===== src/rtl/hazard_pipeline_controller.sv =====
// Stall/flush sequencer for the 5-stage pipeline: load-use interlock, branch/jump redirect, memory-wait freeze and watchdog.
// Optional HAZARD_PERF_CNT_EN adds saturating stall/flush performance counters.
module hazard_pipeline_controller #(
    parameter int NBits       = 32,
    parameter int RegAddrBits = 5,
    parameter int MemTimeout  = 64
) (
    input  logic                   clk_i,
    input  logic                   reset_i,
    input  logic [RegAddrBits-1:0] id_rs_i,
    input  logic [RegAddrBits-1:0] id_rt_i,
    input  logic                   id_uses_rt_i,
    input  logic                   ex_mem_read_i,
    input  logic [RegAddrBits-1:0] ex_rt_i,
    input  logic                   branch_taken_i,
    input  logic                   jump_i,
    input  logic                   mem_busy_i,
    output logic                   pc_write_o,
    output logic                   if_id_write_o,
    output logic                   if_id_flush_o,
    output logic                   id_ex_flush_o,
    output logic                   ex_mem_write_o,
    output logic                   mem_timeout_o,
    output logic [1:0]             state_o
`ifdef HAZARD_PERF_CNT_EN
    ,
    output logic [15:0]            stall_count_o,
    output logic [15:0]            flush_count_o
`endif
);

    localparam logic [1:0] ST_RUN        = 2'd0;
    localparam logic [1:0] ST_LOAD_STALL = 2'd1;
    localparam logic [1:0] ST_MEM_WAIT   = 2'd2;

    localparam logic [7:0] TIMEOUT_LIMIT = 8'(MemTimeout);

    if (MemTimeout < 1 || MemTimeout > 255 || NBits < 1) begin : g_param_check
        $error("hazard_pipeline_controller: MemTimeout must be 1..255 and NBits >= 1");
    end

    logic [1:0] state_q, state_d;
    logic [7:0] wait_cnt_q, wait_cnt_d;
    logic       timeout_q, timeout_d;
    logic       load_use;

    logic pc_write, if_id_write, if_id_flush, id_ex_flush, ex_mem_write;

    assign load_use = ex_mem_read_i && (ex_rt_i != '0) &&
                      ((ex_rt_i == id_rs_i) || (id_uses_rt_i && (ex_rt_i == id_rt_i)));

    always_comb begin
        pc_write     = 1'b1;
        if_id_write  = 1'b1;
        if_id_flush  = 1'b0;
        id_ex_flush  = 1'b0;
        ex_mem_write = 1'b1;
        state_d      = ST_RUN;
        wait_cnt_d   = '0;

        case (state_q)
            ST_RUN, ST_LOAD_STALL: begin
                if (mem_busy_i) begin
                    pc_write     = 1'b0;
                    if_id_write  = 1'b0;
                    ex_mem_write = 1'b0;
                    state_d      = ST_MEM_WAIT;
                    wait_cnt_d   = 8'd1;
                end else if (branch_taken_i) begin
                    if_id_flush = 1'b1;
                    id_ex_flush = 1'b1;
                end else if (jump_i) begin
                    if_id_flush = 1'b1;
                end else if (state_q == ST_RUN && load_use) begin
                    // The load has already advanced past EX once we sit in LOAD_STALL.
                    pc_write    = 1'b0;
                    if_id_write = 1'b0;
                    id_ex_flush = 1'b1;
                    state_d     = ST_LOAD_STALL;
                end
            end
            ST_MEM_WAIT: begin
                if (mem_busy_i) begin
                    pc_write     = 1'b0;
                    if_id_write  = 1'b0;
                    ex_mem_write = 1'b0;
                    state_d      = ST_MEM_WAIT;
                    wait_cnt_d   = (wait_cnt_q == 8'hFF) ? wait_cnt_q : wait_cnt_q + 8'd1;
                end
            end
            default: ;
        endcase

        // Reset must release the pipeline at once, even between clock edges.
        if (reset_i) begin
            pc_write     = 1'b1;
            if_id_write  = 1'b1;
            if_id_flush  = 1'b0;
            id_ex_flush  = 1'b0;
            ex_mem_write = 1'b1;
        end

        timeout_d = timeout_q | (wait_cnt_d >= TIMEOUT_LIMIT);
    end

    always_ff @(posedge clk_i or posedge reset_i) begin
        if (reset_i) begin
            state_q    <= ST_RUN;
            wait_cnt_q <= '0;
            timeout_q  <= 1'b0;
        end else begin
            state_q    <= state_d;
            wait_cnt_q <= wait_cnt_d;
            timeout_q  <= timeout_d;
        end
    end

    assign pc_write_o     = pc_write;
    assign if_id_write_o  = if_id_write;
    assign if_id_flush_o  = if_id_flush;
    assign id_ex_flush_o  = id_ex_flush;
    assign ex_mem_write_o = ex_mem_write;
    assign mem_timeout_o  = timeout_q;
    assign state_o        = state_q;

`ifdef HAZARD_PERF_CNT_EN
    localparam int CntW = (NBits > 16) ? 16 : NBits;

    logic [CntW-1:0] stall_cnt_q, stall_cnt_d;
    logic [CntW-1:0] flush_cnt_q, flush_cnt_d;

    always_comb begin
        stall_cnt_d = stall_cnt_q;
        flush_cnt_d = flush_cnt_q;
        if (!pc_write && !(&stall_cnt_q)) begin
            stall_cnt_d = stall_cnt_q + 1'b1;
        end
        if (if_id_flush && !(&flush_cnt_q)) begin
            flush_cnt_d = flush_cnt_q + 1'b1;
        end
    end

    always_ff @(posedge clk_i or posedge reset_i) begin
        if (reset_i) begin
            stall_cnt_q <= '0;
            flush_cnt_q <= '0;
        end else begin
            stall_cnt_q <= stall_cnt_d;
            flush_cnt_q <= flush_cnt_d;
        end
    end

    assign stall_count_o = 16'(stall_cnt_q);
    assign flush_count_o = 16'(flush_cnt_q);
`endif

endmodule


===== config.mk =====
export PLATFORM = sky130hd
export DESIGN_NAME = hazard_pipeline_controller
export DESIGN_NICKNAME = d
export VERILOG_FILES = /design/src/rtl/hazard_pipeline_controller.sv
export SDC_FILE = /design/constraint.sdc
export NUM_CORES = 1
export LEC_CHECK = 0
export CAP_MARGIN = 20
export CORE_AREA = 2 2 45 47
export DETAILED_ROUTE_END_ITERATION = 12
export DIE_AREA = 0 0 47 49
export GPL_ROUTABILITY_DRIVEN = 0
export PLACE_DENSITY_LB_ADDON = 0.25
export SLEW_MARGIN = 20
export SYNTH_ARGS = -nofsm -noshare
export SYNTH_HDL_FRONTEND = slang
export SYNTH_SLANG_ARGS = --single-unit

===== constraint.sdc =====
create_clock -name clk_i -period 1.95 [get_ports clk_i]
set_clock_uncertainty 0.05 [all_clocks]
set_input_delay 0.39 -clock clk_i [delete_from_list [all_inputs] [get_ports clk_i]]
set_output_delay 0.39 -clock clk_i [all_outputs]
set_load 0.05 [all_outputs]

# == Word-level counts from Yosys, hierarchy flattened ==
# Index checks and enable logic that the tools add are counted.
# word_totals
ff_bits,11
inputBits,22
wordCells,50
# classes
reduce_logical,9
muxes,30
n_lt_le_gt_ge,1
n_addsub,1
n_bitwise,1
eq_ne,5
# ops
cell,n
two-way mux 1 bit,23
two-way mux 8 bit,2
one-hot mux 8 bit (2 select lines),1
== test 5 bit,2
"adder 8 x 1 -> 8 bit, second input constant",1
"== test 8 bit, second input constant",1
">= comparator 8 x 7 -> 1 bit, second input constant",1
nonzero test 5 bit,1
logical AND 1 bit,4
two-way mux 2 bit,2
one-hot mux 2 bit (2 select lines),1
OR reduction 3 bit,1
"== test 2 x 1 -> 1 bit, second input constant",1
"== test 2 bit, second input constant",1
zero test 2 bit,1
one-hot mux 1 bit (2 select lines),1
OR reduction 2 bit,1
logical OR 1 bit,1
bitwise OR 1 bit,1

# == Depth between registers and ports, before layout ==
# logic_depth
depth_word,11
mapped_depth,5
depth_no_buf,5

# == Worst setup path before layout ==
# No wires, ideal clock.
# synth_path
path_kind,register to output
start,register state_q[1] (netlist: state_o[1])
end,output port id_ex_flush_o
path_buffers,0
setup_slack_ps,-700
stages_incl_launch_ff,5
t_required_ps,1510
arrival_ps,2210
cell_sequence,dfrtp_1 -> nor4b_2 -> o21ai_1 -> nand2b_1 -> o21ai_0
# synth_via
elab_chain_len,8
word_cells_on_any_way,10
classes_between,1 x eq/ne; 6 x mux; 3 x reduce/logical
# synth_rtl
item,line_no,source
from (decl),42,"logic [1:0] state_q, state_d;"
from (signal assigned),112,state_q <= state_d;
zero test 2 bit,"61, 74",
logical AND 1 bit,74,end else if (state_q == ST_RUN && load_use) begin
two-way mux 1 bit,74,
two-way mux 1 bit,72,end else if (jump_i) begin
two-way mux 1 bit,69,end else if (branch_taken_i) begin
two-way mux 1 bit,63,if (mem_busy_i) begin
two-way mux 1 bit (*),61,case (state_q)
two-way mux 1 bit (*),95,if (reset_i) begin
to (decl),21,"output logic id_ex_flush_o,"
# Every way passes the cells marked *; elsewhere a longest branch is shown, timed or not.

# == Final worst setup path ==
# layout_path
start,register state_q[0] (netlist: state_o[0])
end,output port if_id_write_o
# layout_via
elab_chain_len,8
word_cells_on_any_way,11
classes_between,2 x eq/ne; 6 x mux; 3 x reduce/logical
# layout_rtl
item,line_no,source
zero test 2 bit,"61, 74",
logical AND 1 bit,74,
two-way mux 1 bit,74,
two-way mux 1 bit,72,
two-way mux 1 bit,69,
two-way mux 1 bit,63,
one-hot mux 1 bit (2 select lines) (*),61,
two-way mux 1 bit (*),95,
to (decl),19,"output logic if_id_write_o,"
# Marks and branches as above.

==> summary.txt <==
Die
  – Die ar.: between 2000 and 2500 sq um
  – Die W: ~47 um
  – Initial Util: 0.378
  – Die Height: slightly below 50 um
  – # IOs: 30
  – Total core area: 1840 sq um
  – Row count: 16

Worst setup path
  – Nature of the critical path endpoint: output port
  – Critical Path Max Stage Delay: ~0.42 ns
  – CP top delay family: simple AND/OR/NAND/NOR gates
  – Crit Path Max Fanout: 3
  – Arr. time, crit path: around 1.9 ns
  – Data required, critical path: 1.51 ns
  – Reg2Reg Setup Slack: approximately 0.24 ns
  – WP buf/inv: 1
  – Critical-path cell list: nor4b_4 -> o21ai_2 -> or4_1 -> o21a_4 -> buf_12
  – CP Launch Type: flip-flop
  – Crit Path Class: flip-flop to output port
  – CP max-delay cell: dfrtp_2

Placed design
  – DP Wirelength: 1470 um
  – Input/output buffers: 29

Yosys
  – Cells after synthesis: 77
  – Yosys reg bits: 11
  – Yosys warnings: 0
  – Synth cell types: 27
  – Mapped Area: 696 sq um
  – Compound-cell area share of the yosys netlist: 0.129
  – Synth Net Count: 100
  – Mux cell area share after synthesis: 0.0144
  – Syn Area/Cell: around 9.0 sq um
  – Synth Area in Adders: 0.0180
  – Largest family of logic cells by synthesized area: simple AND/OR/NAND/NOR gates
  – Post-Synth Simple-Gate Area: 0.246
  – Post-synthesis xor/xnor area fraction: 0.164
  – Seq/Total Area, Yosys: 0.396

Clock tree
  – CTS Hold Bufs: 0
  – CTS tree: yes
  – Clock Sinks: 11
  – CTS Buffer Depth: 2
  – Clock-pin slew on the worst setup and hold paths: around 0.060 ns
  – Latest clock arrival within the worst-skew pair: around 0.26 ns
  – Clock buffer count from CTS: 3
  – H-tree lvl count: 1
  – Root Buffer: clkbuf_4

STA
  – Minimum clock period: around 2.3 ns
  – Hold_ws: roughly 0.42 ns
  – Rel. slew slack: 0.669
  – Worst Max-Slew Pin Slew: slightly below 0.5 ns
  – Unrepaired setup endpoints after global routing: true
  – Crit share post-route: 1.18
  – Max Freq: 436 MHz
  – Final hold vios: 0
  – Fin. max-slew vios: 0
  – Setup ws final: -0.343 ns
  – Final setup violation count: 3

Global route
  – Grt ovf: 0
  – Total GRT Usage: 0.191
  – First-pass GRT wire length: approximately 3300 um
  – Pin count of the biggest net entering global routing: 12
  – Number of global-route vias before repair: 819
  – Initial antenna violation count: 0

Min path
  – HP Class: flip-flop to flip-flop

Detailed routing
  – Wirelength per Cell: approximately 11 um
  – First-pass DRT Iterations: 3
  – Initial DRC Count: 4
  – Detail Route Antenna Nets: 0
  – Remaining DRCs: 0
  – Detailed-route via count: between 700 and 800
  – Via density per instance: around 5
  – Post-Route WL: 1730 um

Pwr
  – Power per cell area: between 400 and 500 nW/um^2
  – LEAKAGE: ~0.54 nW
  – Peak supply drop: between 0.0002 and 0.0003 V
  – Power Total: roughly 0.55 mW

Cells and area
  – Net count reported at finish: between 100 and 150
  – Layout cell share with drive strength beyond 1: 0.290
  – Inserted Diodes: 0
  – Area grow syn2layout: 77.7%
  – Fill cell count: 164

Status
  – Status: finished with violations
  – Violated checks: setup timing

Job
  – Max-cap violations: 0
[repair_timing]
item / 4_1_cts / 5_1_grt
setup endpoints to repair: 4 / 5
buffers inserted: 0 / 0
resized for setup: 16 / 1
pin swaps: 6 / 1
[metal layers]
| metal | up-vias | global-route usage | wire (um) |
|---|---|---|---|
| met5 | - | 0 | 0 |
| met4 | 0 | 0.0556 | 17 |
| met3 | 2 | 0.0407 | 94 |
| met2 | 23 | 0.338 | 913 |
| met1 | 341 | 0.219 | 706 |
| li1 | 373 | - | - |
[cell usage in the layout (no fill, tap or decap)]
master	count
o21ai_2	2
xnor2_1	3
ha_1	1
clkdlybuf4s50_1	12
nand2_1	4
nor4b_4	1
mux2i_1	1
a31oi_1	3
nand2b_1	1
nand3_1	2
dlygate4sd2_1	10
and3_1	1
nand4_1	1
a211oi_1	2
xor2_1	10
clkbuf_1	1
a21oi_1	3
clkbuf_4	3
nand3_2	1
a32oi_2	1
dfrtp_1	9
nor3_1	4
nand3b_1	1
nor4_1	2
inv_1	4
o21a_4	1
o21a_1	1
or3_1	2
or4_1	1
buf_12	5
o21bai_1	1
nor3_2	2
nor2_1	8
or4_4	1
buf_4	17
dfrtp_2	2
[sequential cells by signal, indices dropped and copies added, names as in the netlist]
signal / cells
wait_cnt_q: 8
mem_timeout_o: 1
state_o: 2
[where the power goes]
group | leakage (nW) | switching (mW) | internal [mW]
Sequential | 0.146 | 0.00453 | 0.232
Clock | 0.0150 | 0.0722 | 0.0791
Combinational | 0.379 | 0.0717 | 0.0886
Total | 0.541 | 0.148 | 0.400
[final cells by class]
cell class	count	area (sq um)	share of cell area
inverters	4	15.0	0.0121
well taps	27	33.8	0.0273
multi-input cells	61	448	0.362
clock buffers	4	26.3	0.0213
flip-flops and latches	11	278	0.225
repair buffers	44	435	0.352
[worst paths after layout]
check                              startpoint             to  cells after the start
worst max-delay path               state_o[0]  if_id_write_o                      5
max in group asynchronous             reset_i     state_o[0]                      4
worst min register to register  mem_timeout_o  mem_timeout_o                      1
min in group asynchronous             reset_i  wait_cnt_q[0]                      4
worst max register to register  wait_cnt_q[0]  mem_timeout_o                      5
worst min-delay path            mem_timeout_o  mem_timeout_o                      1
[per-stage QoR]
| stage | util | setup TNS [ns] | worst slack [ns] | std cells | instance area [sq um] |
|---|---|---|---|---|---|
| after floorplan | - | -0.272 | -0.221 | 77 | 717 |
| after global placement | 0.643 | -1.45 | -0.500 | 147 | 1180 |
| after detailed placement | 0.643 | -1.56 | -0.540 | 147 | 1180 |
| after CTS | 0.668 | -0.999 | -0.374 | 151 | 1230 |
| after global routing | 0.671 | -1.20 | -0.419 | 151 | 1240 |
| final | 0.671 | -0.924 | -0.343 | 151 | 1240 |
[worst reg2reg max path: cells and delay by family, from the launching register on]
kind,cells,cell delay [ns]
adder cells (fa/ha/maj),1,0.25
AO/OA/AOI/OAI,2,0.29
flip-flops,1,0.42
AND/OR/NAND/NOR,2,0.58
[cells in the mapped netlist, drive strengths merged]
cell / number / area share
nand3: 3 / 0.022
nor4: 2 / 0.018
a21oi: 3 / 0.022
a32oi: 1 / 0.013
dfrtp: 11 / 0.40
or4: 2 / 0.022
nor3: 6 / 0.043
inv: 4 / 0.022
ha: 1 / 0.018
nand2b: 1 / 0.0090
xnor2: 3 / 0.038
or3: 2 / 0.018
o21ai: 2 / 0.014
nand4: 1 / 0.0090
o21a: 2 / 0.022
nand3b: 1 / 0.011
xor2: 10 / 0.13
a211oi: 2 / 0.022
nor4b: 1 / 0.022
nor2: 8 / 0.043
and3: 1 / 0.0090
mux2i: 1 / 0.014
buf: 1 / 0.011
o21bai: 1 / 0.011
nand2: 4 / 0.022
a31oi: 3 / 0.027
[kinds of logic (layout without fill, tap and decap cells)]
kind of cell	after synthesis	count (layout)
buf+inv	5	52
xor+xnor	13	13
compound gates	14	14
flops	11	11
mux	1	1
fa+ha+maj	1	1
simple gates	32	32
Power figures use the tool's default switching activity.
